[src/rtl/cic_pkg.sv]
// Shared types and constants for the CIC decimator.
// Used by the sequencer, integrator and comb stages.
package cic_pkg;

  typedef enum logic [1:0] {
    IDLE = 2'b00,
    FILL = 2'b01,
    RUN  = 2'b10
  } state_t;

  localparam int R_MIN = 2;
  localparam int R_DEF = 16;
  localparam int N_STG = 3;

  function automatic int clog2(input int v);
    int r;
    r = 0;
    for (int x = v - 1; x > 0; x = x >> 1) r++;
    return r;
  endfunction

endpackage

[src/rtl/cic_decim_ctrl_if.sv]
// Control bundle between sample source and CIC sequencer.
// master: strobe/config side; slave: sequencer.
interface cic_decim_ctrl_if #(
  parameter int RW = 8
);

  logic          en;
  logic          val_in;
  logic [RW-1:0] cfg_r;
  logic          cfg_load;
  logic          int_clr;
  logic          int_en;
  logic          comb_en;
  logic          val_out;
  logic          busy;
  logic          cfg_err;

  modport master (
    output en, val_in, cfg_r, cfg_load,
    input  int_clr, int_en, comb_en,
    input  val_out, busy, cfg_err
  );

  modport slave (
    input  en, val_in, cfg_r, cfg_load,
    output int_clr, int_en, comb_en,
    output val_out, busy, cfg_err
  );

endinterface

[src/rtl/cic_decim_ctrl_cnt.sv]
// Decimation phase counter, modulo the active ratio.
// wrap is registered: it is the comb strobe itself.
module cic_dec_cnt #(
  parameter int RW    = 8,
  parameter int R_DEF = 16
) (
  input  logic          clk,
  input  logic          rst,
  input  logic          inc,
  input  logic          clr,
  input  logic          ld,
  input  logic [RW-1:0] r_new,
  output logic [RW-1:0] r_act,
  output logic          last,
  output logic          wrap
);

  logic [RW-1:0] dcnt;

  assign last = (dcnt == r_act - RW'(1));

  // phase count, ratio latch and registered wrap strobe
  always_ff @(posedge clk or negedge rst) begin
    if (!rst) begin
      dcnt  <= '0;
      r_act <= RW'(R_DEF);
      wrap  <= 1'b0;
    end else begin
      wrap <= 1'b0;
      if (clr) begin
        dcnt <= '0;
      end else if (inc) begin
        if (last) begin
          dcnt <= '0;
          wrap <= 1'b1;
        end else begin
          dcnt <= dcnt + RW'(1);
        end
      end
      if (ld) r_act <= r_new;
    end
  end

endmodule

[src/rtl/cic_decim_ctrl.sv]
// CIC decimator sequencer: strobes, fill masking
// and ratio changes at decimation boundaries.
module cic_decim_ctrl
  import cic_pkg::state_t, cic_pkg::IDLE,
         cic_pkg::FILL, cic_pkg::RUN,
         cic_pkg::R_MIN, cic_pkg::clog2;
#(
  parameter int RW    = 8,
  parameter int N_STG = cic_pkg::N_STG,
  parameter int R_DEF = cic_pkg::R_DEF
) (
  input  logic            clk,
  input  logic            rst,
  cic_decim_ctrl_if.slave bus
);

  localparam int FW = clog2(N_STG + 1);

  state_t        state, state_d;
  logic [FW-1:0] fcnt, fcnt_d;
  logic [RW-1:0] r_pend, r_act;
  logic          last, wrap;
  logic          inc, clr, ld, wrap_now;
  logic          int_clr, int_clr_d;
  logic          int_en, int_en_d;
  logic          vo_pend, vo_pend_d;
  logic          val_out, val_out_d;
  logic          busy, cfg_err;

  cic_dec_cnt #(
    .RW    (RW),
    .R_DEF (R_DEF)
  ) u_cnt (
    .clk   (clk),
    .rst   (rst),
    .inc   (inc),
    .clr   (clr),
    .ld    (ld),
    .r_new (r_pend),
    .r_act (r_act),
    .last  (last),
    .wrap  (wrap)
  );

  // next state, fill count and strobe decode
  always_comb begin
    state_d   = state;
    fcnt_d    = fcnt;
    int_clr_d = 1'b0;
    int_en_d  = 1'b0;
    vo_pend_d = 1'b0;
    val_out_d = 1'b0;
    inc       = 1'b0;
    clr       = 1'b0;
    ld        = 1'b0;
    wrap_now  = bus.val_in & last;
    unique case (state)
      IDLE: begin
        if (bus.en) begin
          state_d   = FILL;
          fcnt_d    = '0;
          int_clr_d = 1'b1;
          clr       = 1'b1;
          ld        = 1'b1;
        end
      end
      FILL, RUN: begin
        if (!bus.en) begin
          state_d = IDLE;
          fcnt_d  = '0;
          clr     = 1'b1;
        end else begin
          int_en_d  = bus.val_in;
          inc       = bus.val_in;
          val_out_d = vo_pend;
          if (wrap_now) begin
            ld        = 1'b1;
            vo_pend_d = (state == RUN);
            if (r_pend != r_act) begin
              state_d = FILL;
              fcnt_d  = '0;
            end else if (state == FILL) begin
              if (fcnt != FW'(N_STG))
                fcnt_d = fcnt + 1'b1;
              if (fcnt == FW'(N_STG - 1))
                state_d = RUN;
            end
          end
        end
      end
      default: begin
        state_d = IDLE;
        fcnt_d  = '0;
        clr     = 1'b1;
      end
    endcase
  end

  // state and registered outputs
  always_ff @(posedge clk or negedge rst) begin
    if (!rst) begin
      state   <= IDLE;
      fcnt    <= '0;
      int_clr <= 1'b0;
      int_en  <= 1'b0;
      vo_pend <= 1'b0;
      val_out <= 1'b0;
      busy    <= 1'b0;
    end else begin
      state   <= state_d;
      fcnt    <= fcnt_d;
      int_clr <= int_clr_d;
      int_en  <= int_en_d;
      vo_pend <= vo_pend_d;
      val_out <= val_out_d;
      busy    <= (state_d != IDLE);
    end
  end

  // pending ratio and sticky illegal-ratio flag
  always_ff @(posedge clk or negedge rst) begin
    if (!rst) begin
      r_pend  <= RW'(R_DEF);
      cfg_err <= 1'b0;
    end else if (bus.cfg_load) begin
      if (bus.cfg_r >= RW'(R_MIN)) begin
        r_pend  <= bus.cfg_r;
        cfg_err <= 1'b0;
      end else begin
        cfg_err <= 1'b1;
      end
    end
  end

  assign bus.int_clr = int_clr;
  assign bus.int_en  = int_en;
  assign bus.comb_en = wrap;
  assign bus.val_out = val_out;
  assign bus.busy    = busy;
  assign bus.cfg_err = cfg_err;

endmodule

[src/flat_wrapper.sv]
// flat-port wrapper written by rule: the top's interface ports become plain ports
module cic_decim_ctrl_flat import cic_pkg::state_t, cic_pkg::IDLE,
         cic_pkg::FILL, cic_pkg::RUN,
         cic_pkg::R_MIN, cic_pkg::clog2;
#(
  parameter int RW    = 8,
  parameter int N_STG = cic_pkg::N_STG,
  parameter int R_DEF = cic_pkg::R_DEF
)
  (clk, rst, bus_en, bus_val_in, bus_cfg_r, bus_cfg_load, bus_int_clr, bus_int_en, bus_comb_en, bus_val_out, bus_busy, bus_cfg_err);
  cic_decim_ctrl_if #(.RW(RW)) bus_i ();
  input  logic clk;
  input  logic rst;
  input wire logic [$bits(bus_i.en)-1:0] bus_en;
  input wire logic [$bits(bus_i.val_in)-1:0] bus_val_in;
  input wire logic [$bits(bus_i.cfg_r)-1:0] bus_cfg_r;
  input wire logic [$bits(bus_i.cfg_load)-1:0] bus_cfg_load;
  output wire logic [$bits(bus_i.int_clr)-1:0] bus_int_clr;
  output wire logic [$bits(bus_i.int_en)-1:0] bus_int_en;
  output wire logic [$bits(bus_i.comb_en)-1:0] bus_comb_en;
  output wire logic [$bits(bus_i.val_out)-1:0] bus_val_out;
  output wire logic [$bits(bus_i.busy)-1:0] bus_busy;
  output wire logic [$bits(bus_i.cfg_err)-1:0] bus_cfg_err;
  assign bus_i.en = bus_en;
  assign bus_i.val_in = bus_val_in;
  assign bus_i.cfg_r = bus_cfg_r;
  assign bus_i.cfg_load = bus_cfg_load;
  assign bus_int_clr = bus_i.int_clr;
  assign bus_int_en = bus_i.int_en;
  assign bus_comb_en = bus_i.comb_en;
  assign bus_val_out = bus_i.val_out;
  assign bus_busy = bus_i.busy;
  assign bus_cfg_err = bus_i.cfg_err;
  cic_decim_ctrl #(.RW(RW), .N_STG(N_STG), .R_DEF(R_DEF)) u_core (.clk(clk), .rst(rst), .bus(bus_i));
endmodule
[config.mk]
export PLATFORM = sky130hd
export DESIGN_NAME = cic_decim_ctrl_flat
export DESIGN_NICKNAME = d
export VERILOG_FILES = /design/src/rtl/cic_pkg.sv /design/src/rtl/cic_decim_ctrl_if.sv /design/src/rtl/cic_decim_ctrl_cnt.sv /design/src/rtl/cic_decim_ctrl.sv /design/src/flat_wrapper.sv
export SDC_FILE = /design/constraint.sdc
export NUM_CORES = 1
export LEC_CHECK = 0
export BUFFER_PORTS_ARGS = -buffer_cell sky130_fd_sc_hd__buf_4
export CORE_MARGIN = 10
export CORE_UTILIZATION = 50
export DETAILED_ROUTE_END_ITERATION = 7
export PLACE_DENSITY = 0.65
export SYNTH_ARGS = -nofsm -noshare
export SYNTH_HDL_FRONTEND = slang
export SYNTH_SLANG_ARGS = --single-unit
[constraint.sdc]
create_clock -name clk -period 3.25 [get_ports clk]
set_input_delay 0.4875 -clock clk [delete_from_list [all_inputs] [get_ports clk]]
set_output_delay 0.4875 -clock clk [all_outputs]
set_load 0.05 [all_outputs]
== Word level (Yosys, flattened, before mapping) ==
Cells that the tools add are included.
Cells by class
  multiply operators: 0
  mux-type cells: 35
  shift-type cells: 0
  reductions and logical operators: 6
  bitwise logic cells: 1
  order comparisons: 1
  add/subtract/negate cells: 3
  divide/modulo/power cells: 0
  equal/unequal tests: 10
Operator list (count)
  $mux 2: 12
  $mux 8: 3
  $mux 1: 16
  $add 8x1->8 const B: 1
  $eq 8x8->1: 1
  $ge 8x2->1 const B: 1
  $ne 4x2->1 const B: 2
  $ne 8x8->1: 1
  $pmux 2 s2: 2
  $sub 8x1->8 const B: 1
  $eq 2x2->1 const B: 2
  $ne 2x2->1 const B: 2
  $pmux 1 s2: 2
  $reduce_and 4->1: 1
  $reduce_bool 2->1: 2
  $ne 3x2->1 const B: 1
  $add 2x1->2 const B: 1
  $eq 2x1->1 const B: 1
  $logic_not 2->1: 1
  $reduce_and 2->1: 1
  $reduce_or 2->1: 1
  $and 1x1->1: 1
Word-level totals
  input bits: 13
  bits in registers: 35
  output and inout bits: 6
  word-level logic and storage cells: 68
  bits in read-only memories: 0
  bits in latches: 0
  memory bits (writable): 0
  memories: 0

== Depth between registers and ports, before layout ==
  depth in word-level cells: 8
  depth in mapped cells: 11
  depth with buffers taken out: 9

== Modules after synthesis ==
A second synthesis with hierarchy kept.
Unflattened totals
  cell total of the unflattened synthesis: 202
  area total of the unflattened synthesis: 1979.4 µm²
Modules (own cells, without submodules)
  cic_dec_cnt: times used 1, area an instance 1036.0 µm², cells each 107, sequential area each 426.7 µm²
  cic_decim_ctrl: times used 1, area an instance 943.4 µm², cells each 95, sequential area each 451.7 µm²

== Worst setup path before layout ==
No wires, ideal clock.
  path kind: register -> register
  start: register u_core.u_cnt.r_act[0]
  end: register u_core.u_cnt.r_act[0]
  buffers on the path: 1
  required time: 3125 ps
  arrival time: 2373 ps
  setup time: 125 ps
  clock period less this slack: 2498 ps
  cell stages (with the launch flop): 11
  path slack: 752 ps
  cells stage by stage: dfrtp_1 -> buf_2 -> inv_1 -> ha_1 -> nor3b_2 -> xnor2_1 -> o21a_1 -> a2111oi_4 -> nand2_1 -> a21oi_4 -> mux2_2
Between the ends
  longest elaborated chain between the ends: 6
Ends and longest elaborated chain
  from (decl): RTL line cic_decim_ctrl_cnt.sv:13  | output logic [RW-1:0] r_act,
  from (signal assigned): RTL line cic_decim_ctrl_cnt.sv:26  | r_act <= RW'(R_DEF);
  from (signal assigned): RTL line cic_decim_ctrl_cnt.sv:40  | if (ld) r_act <= r_new;
  $sub 8x1->8: RTL line cic_decim_ctrl_cnt.sv:20  | assign last = (dcnt == r_act - RW'(1));
  $eq 8x8->1: RTL line cic_decim_ctrl_cnt.sv:20
  $and 1x1->1: RTL line cic_decim_ctrl.sv:56  | wrap_now = bus.val_in & last;
  $mux 1: RTL line cic_decim_ctrl.sv:76  | if (wrap_now) begin
  $mux 1: RTL line cic_decim_ctrl.sv:68  | if (!bus.en) begin
  $pmux 1 s2: RTL line cic_decim_ctrl.sv:57  | unique case (state)
No other way between the ends.
A chain may end at the register's enable or synchronous reset.

== Worst setup path in the final report ==
Same ends and word-level chain as after synthesis.

==> summary.txt <==
Synth
  • Yosys Warn Count: 0
  • Post-Synth XOR/XNOR Area: 0.09745
  • Post-synthesis mux area share: 0.05669
  • Mean Syn Cell Area: 10.28 µm²
  • Syn Inst Count: 191
  • Post-synthesis adder-cell area fraction: 0.05096
  • Register area share after synthesis: 0.4471
  • Synth cell types: 44
  • Main combinational cell family by area after synthesis: simple AND/OR/NAND/NOR gates
  • Mapped Area: 1964 µm²
  • Syn Nets: 212
  • Complex-gate fraction of the synthesized area: 0.1166
  • FF+latch count, synth: 35
  • Simple-gate share of the synthesized area: 0.1955

CTS
  • CTS Buffer Depth: 2
  • CTS sink cnt: 35
  • Clock Tree Root: clkbuf_8
  • H-tree Lvls: 2
  • # hold bufs at CTS: 0
  • Cts repair resizes: 0
  • CTS clk-pin slew, worst paths: 70 ps
  • Worst-skew pair later-pin latency: 280 ps
  • Setup Fix Bufs, Post-CTS: 0
  • Num CTS Buffers: 5
  • CTS tree: built

STA
  • Worst-Margin Slew: 478.3 ps
  • Setup_tns: 0 ps
  • Slew margin rel.: 0.6782
  • Final clock period utilization by the worst path: 0.8695
  • Slew Viols, Final: 0
  • Final WS setup: 424.3 ps
  • Setup Skew: 4.696 ps
  • Worst hold slack: 147.3 ps
  • Unrepaired setup endpoints after global routing: false
  • Final Hold Fails: 0
  • Fmax: 353.9 MHz
  • Min Tclk post-route: 2826 ps
  • Final Setup Violations: 0

Critical path
  • CP peak stage delay: 470 ps
  • Critical-path cell list: inv_1 -> ha_1 -> nor3b_2 -> xnor2_1 -> o21a_1 -> a2111oi_4 -> nand2_1 -> a21oi_4 -> mux2_2
  • Crit path kind: flop to flop
  • Worst setup EP type: flop
  • Setup crit end: u_core.u_cnt.r_act[0]$_DFFE_PN0P_
  • Worst-path maximum fanout: 8
  • CP delay by family, top: compound AO/OA/AOI/OAI gates
  • CP startpoint: u_core.u_cnt.r_act[0]$_DFFE_PN0P_
  • Reg2reg start: u_core.u_cnt.r_act[0]$_DFFE_PN0P_
  • Sum of buffers and inverters on the critical path: 1
  • Critical Path RT: 3420 ps
  • WP data arrival: 2990 ps
  • Critical path depth: 9
  • CP startpoint kind: flop
  • Worst R2R Setup Slack: 420 ps
  • Cells on worst reg2reg path: 9
  • R2r endpoint: u_core.u_cnt.r_act[0]$_DFFE_PN0P_
  • CP max stage cell: dfrtp_1

Routing
  • Via total after detailed routing: 1451
  • DRC Markers: 0
  • Number of DRC markers in iteration 0: 104
  • Total Wirelength: 3.755 mm
  • Vias per cell: 5.559
  • DR WL/cell: 14.39 µm
  • Pre-Repair DR Iteration Count: 4
  • Antenna Violating Nets Remaining: 0

Final layout
  • Area grow syn2layout: 13.38%
  • Nets: 233
  • Post-route cell area: 2227 µm²
  • Commonest non-fill, non-tap cell in the layout: dfrtp_1
  • Commonest non-fill, non-tap cells in the layout: 33 x dfrtp_1, 25 x nand2_1, 20 x buf_4
  • Layout cells sized above 1: 0.2113
  • ANT cells: 0

Placed design
  • Global placer's final weighted congestion: 0.8453
  • Post-DP HPWL: 2.930 mm
  • Placement Cell Area: 2142 µm²
  • Place WS: 408.8 ps
  • PortBufs: 18

Floorplanning
  • Ports: 19
  • Initial Utilization: 0.5247
  • Core box area: 3744 µm²
  • Rows: 22
  • Die area: 6836 µm²
  • Die W: 82.68 µm
  • Die height: 82.68 µm

Global routing
  • Total track usage: 0.1246
  • Largest net degree at the start of global routing: 36
  • First-pass GRT wire length: 6.672 mm
  • Grt total ovfl: 0
  • Initial antenna violation count: 0
  • Vias in the first global route: 1506

Power and ir drop
  • VDD IR max: 0.0003366 V
  • Pwr Total: 0.001563 W
  • Power per standard cell area: 701.8 nW/µm²
  • Leakage power: 1.052 nW

Min path
  • Hold Path Class: primary input to asynchronous set/reset pin

Run
  • Max-cap violation count: 0

Status
  • Status: finished, final reports clean
metrics by stage:
step,utilization,cells
3_3_place_gp,0.5722,253
3_5_place_dp,0.5722,253
6_report,0.5949,261
5_1_grt,0.5949,261
4_1_cts,0.5949,261
2_1_floorplan,-,191
flip-flops by register name, summed over array words and instances (netlist names):
register,flops
u_core.r_pend,8
u_core.u_cnt.dcnt,8
u_core.bus.busy,1
u_core.bus.cfg_err,1
u_core.bus.int_en,1
u_core.bus.val_out,1
u_core.bus.int_clr,1
u_core.u_cnt.r_act,8
u_core.state,2
u_core.fcnt,2
u_core.vo_pend,1
u_core.u_cnt.wrap,1
Yosys cell counts:
master     count  area share
mux2_2         9       0.052
or3_1          3      0.0096
a22o_1         2      0.0089
nor3b_2        1      0.0064
o221a_1        1      0.0057
a21oi_4        1      0.0083
and3_1         6       0.019
dfstp_2        2       0.027
o22ai_1        1      0.0032
xor2_1        14       0.062
buf_6          1      0.0057
nand3_1        3      0.0076
dfrtp_1       33        0.42
a31oi_2        1      0.0064
nor3_1         4       0.010
a31oi_1        2      0.0064
inv_1         10       0.019
nand2_1       25       0.048
nor4_4         1       0.011
o21ai_1        1      0.0025
nand4_1        2      0.0064
mux2i_1        1      0.0051
and4_1         1      0.0045
clkbuf_1       3      0.0057
o21a_1         2      0.0076
nand2b_1       2      0.0064
or4_1          2      0.0076
ha_1           8       0.051
o21ai_0        5       0.013
nor4b_1        1      0.0045
o41ai_2        1      0.0083
xnor2_1        6       0.027
a2111oi_4      1       0.014
nor4_1         3      0.0096
xor2_2         1      0.0083
nor2_1        13       0.025
buf_2          2      0.0051
and2_1         1      0.0032
a2bb2oi_1      1      0.0045
nand4b_1       1      0.0045
or4b_1         1      0.0051
a21oi_1        9       0.023
o211a_1        1      0.0051
nor3b_1        2      0.0076
how the worst min path moves through the flow:
stage / from / to / slack (ps)
final: rst / u_core.bus.val_out$_DFF_PN0_ / 150
after global routing: rst / u_core.state[0]$_DFF_PN0_ / 170
after CTS: rst / u_core.bus.busy$_DFF_PN0_ / 160
after detailed placement: rst / u_core.bus.val_out$_DFF_PN0_ / 470
after global placement: rst / u_core.bus.busy$_DFF_PN0_ / 460
after floorplan: rst / u_core.bus.busy$_DFF_PN0_ / 190
final cells by class:
type,count,area [µm²]
Fill cell,341,1516
Clock buffer,6,72.57
Tap cell,48,60.06
Clock inverter,2,12.51
Multi-Input combinational cell,140,1016
Inverter,10,37.54
Timing Repair Buffer,20,150.1
Sequential cell,35,878.3
power breakdown:
part	total, W	switching (W)	internal (W)	leakage [nW]
clock network	0.000299	0.000149	0.000150	0.0412
registers	0.000654	0.000130	0.000524	0.448
logic	0.000610	0.000331	0.000279	0.563
total	0.00156	0.000610	0.000953	1.05
routing by layer:
layer	up-vias	GRT usage	wire, µm
met5	-	0	0
met4	0	0.05184	84
met3	8	0.04320	246
met2	48	0.2099	1782
met1	690	0.1406	1642
li1	705	-	-
logic make-up after synthesis:
group           after synthesis
fa+ha+maj                     8
buf+inv                      16
mux                          10
compound gates               29
flops                        35
xor+xnor                     21
simple gates                 72
Note: power is estimated with default switching activity, not from simulation.
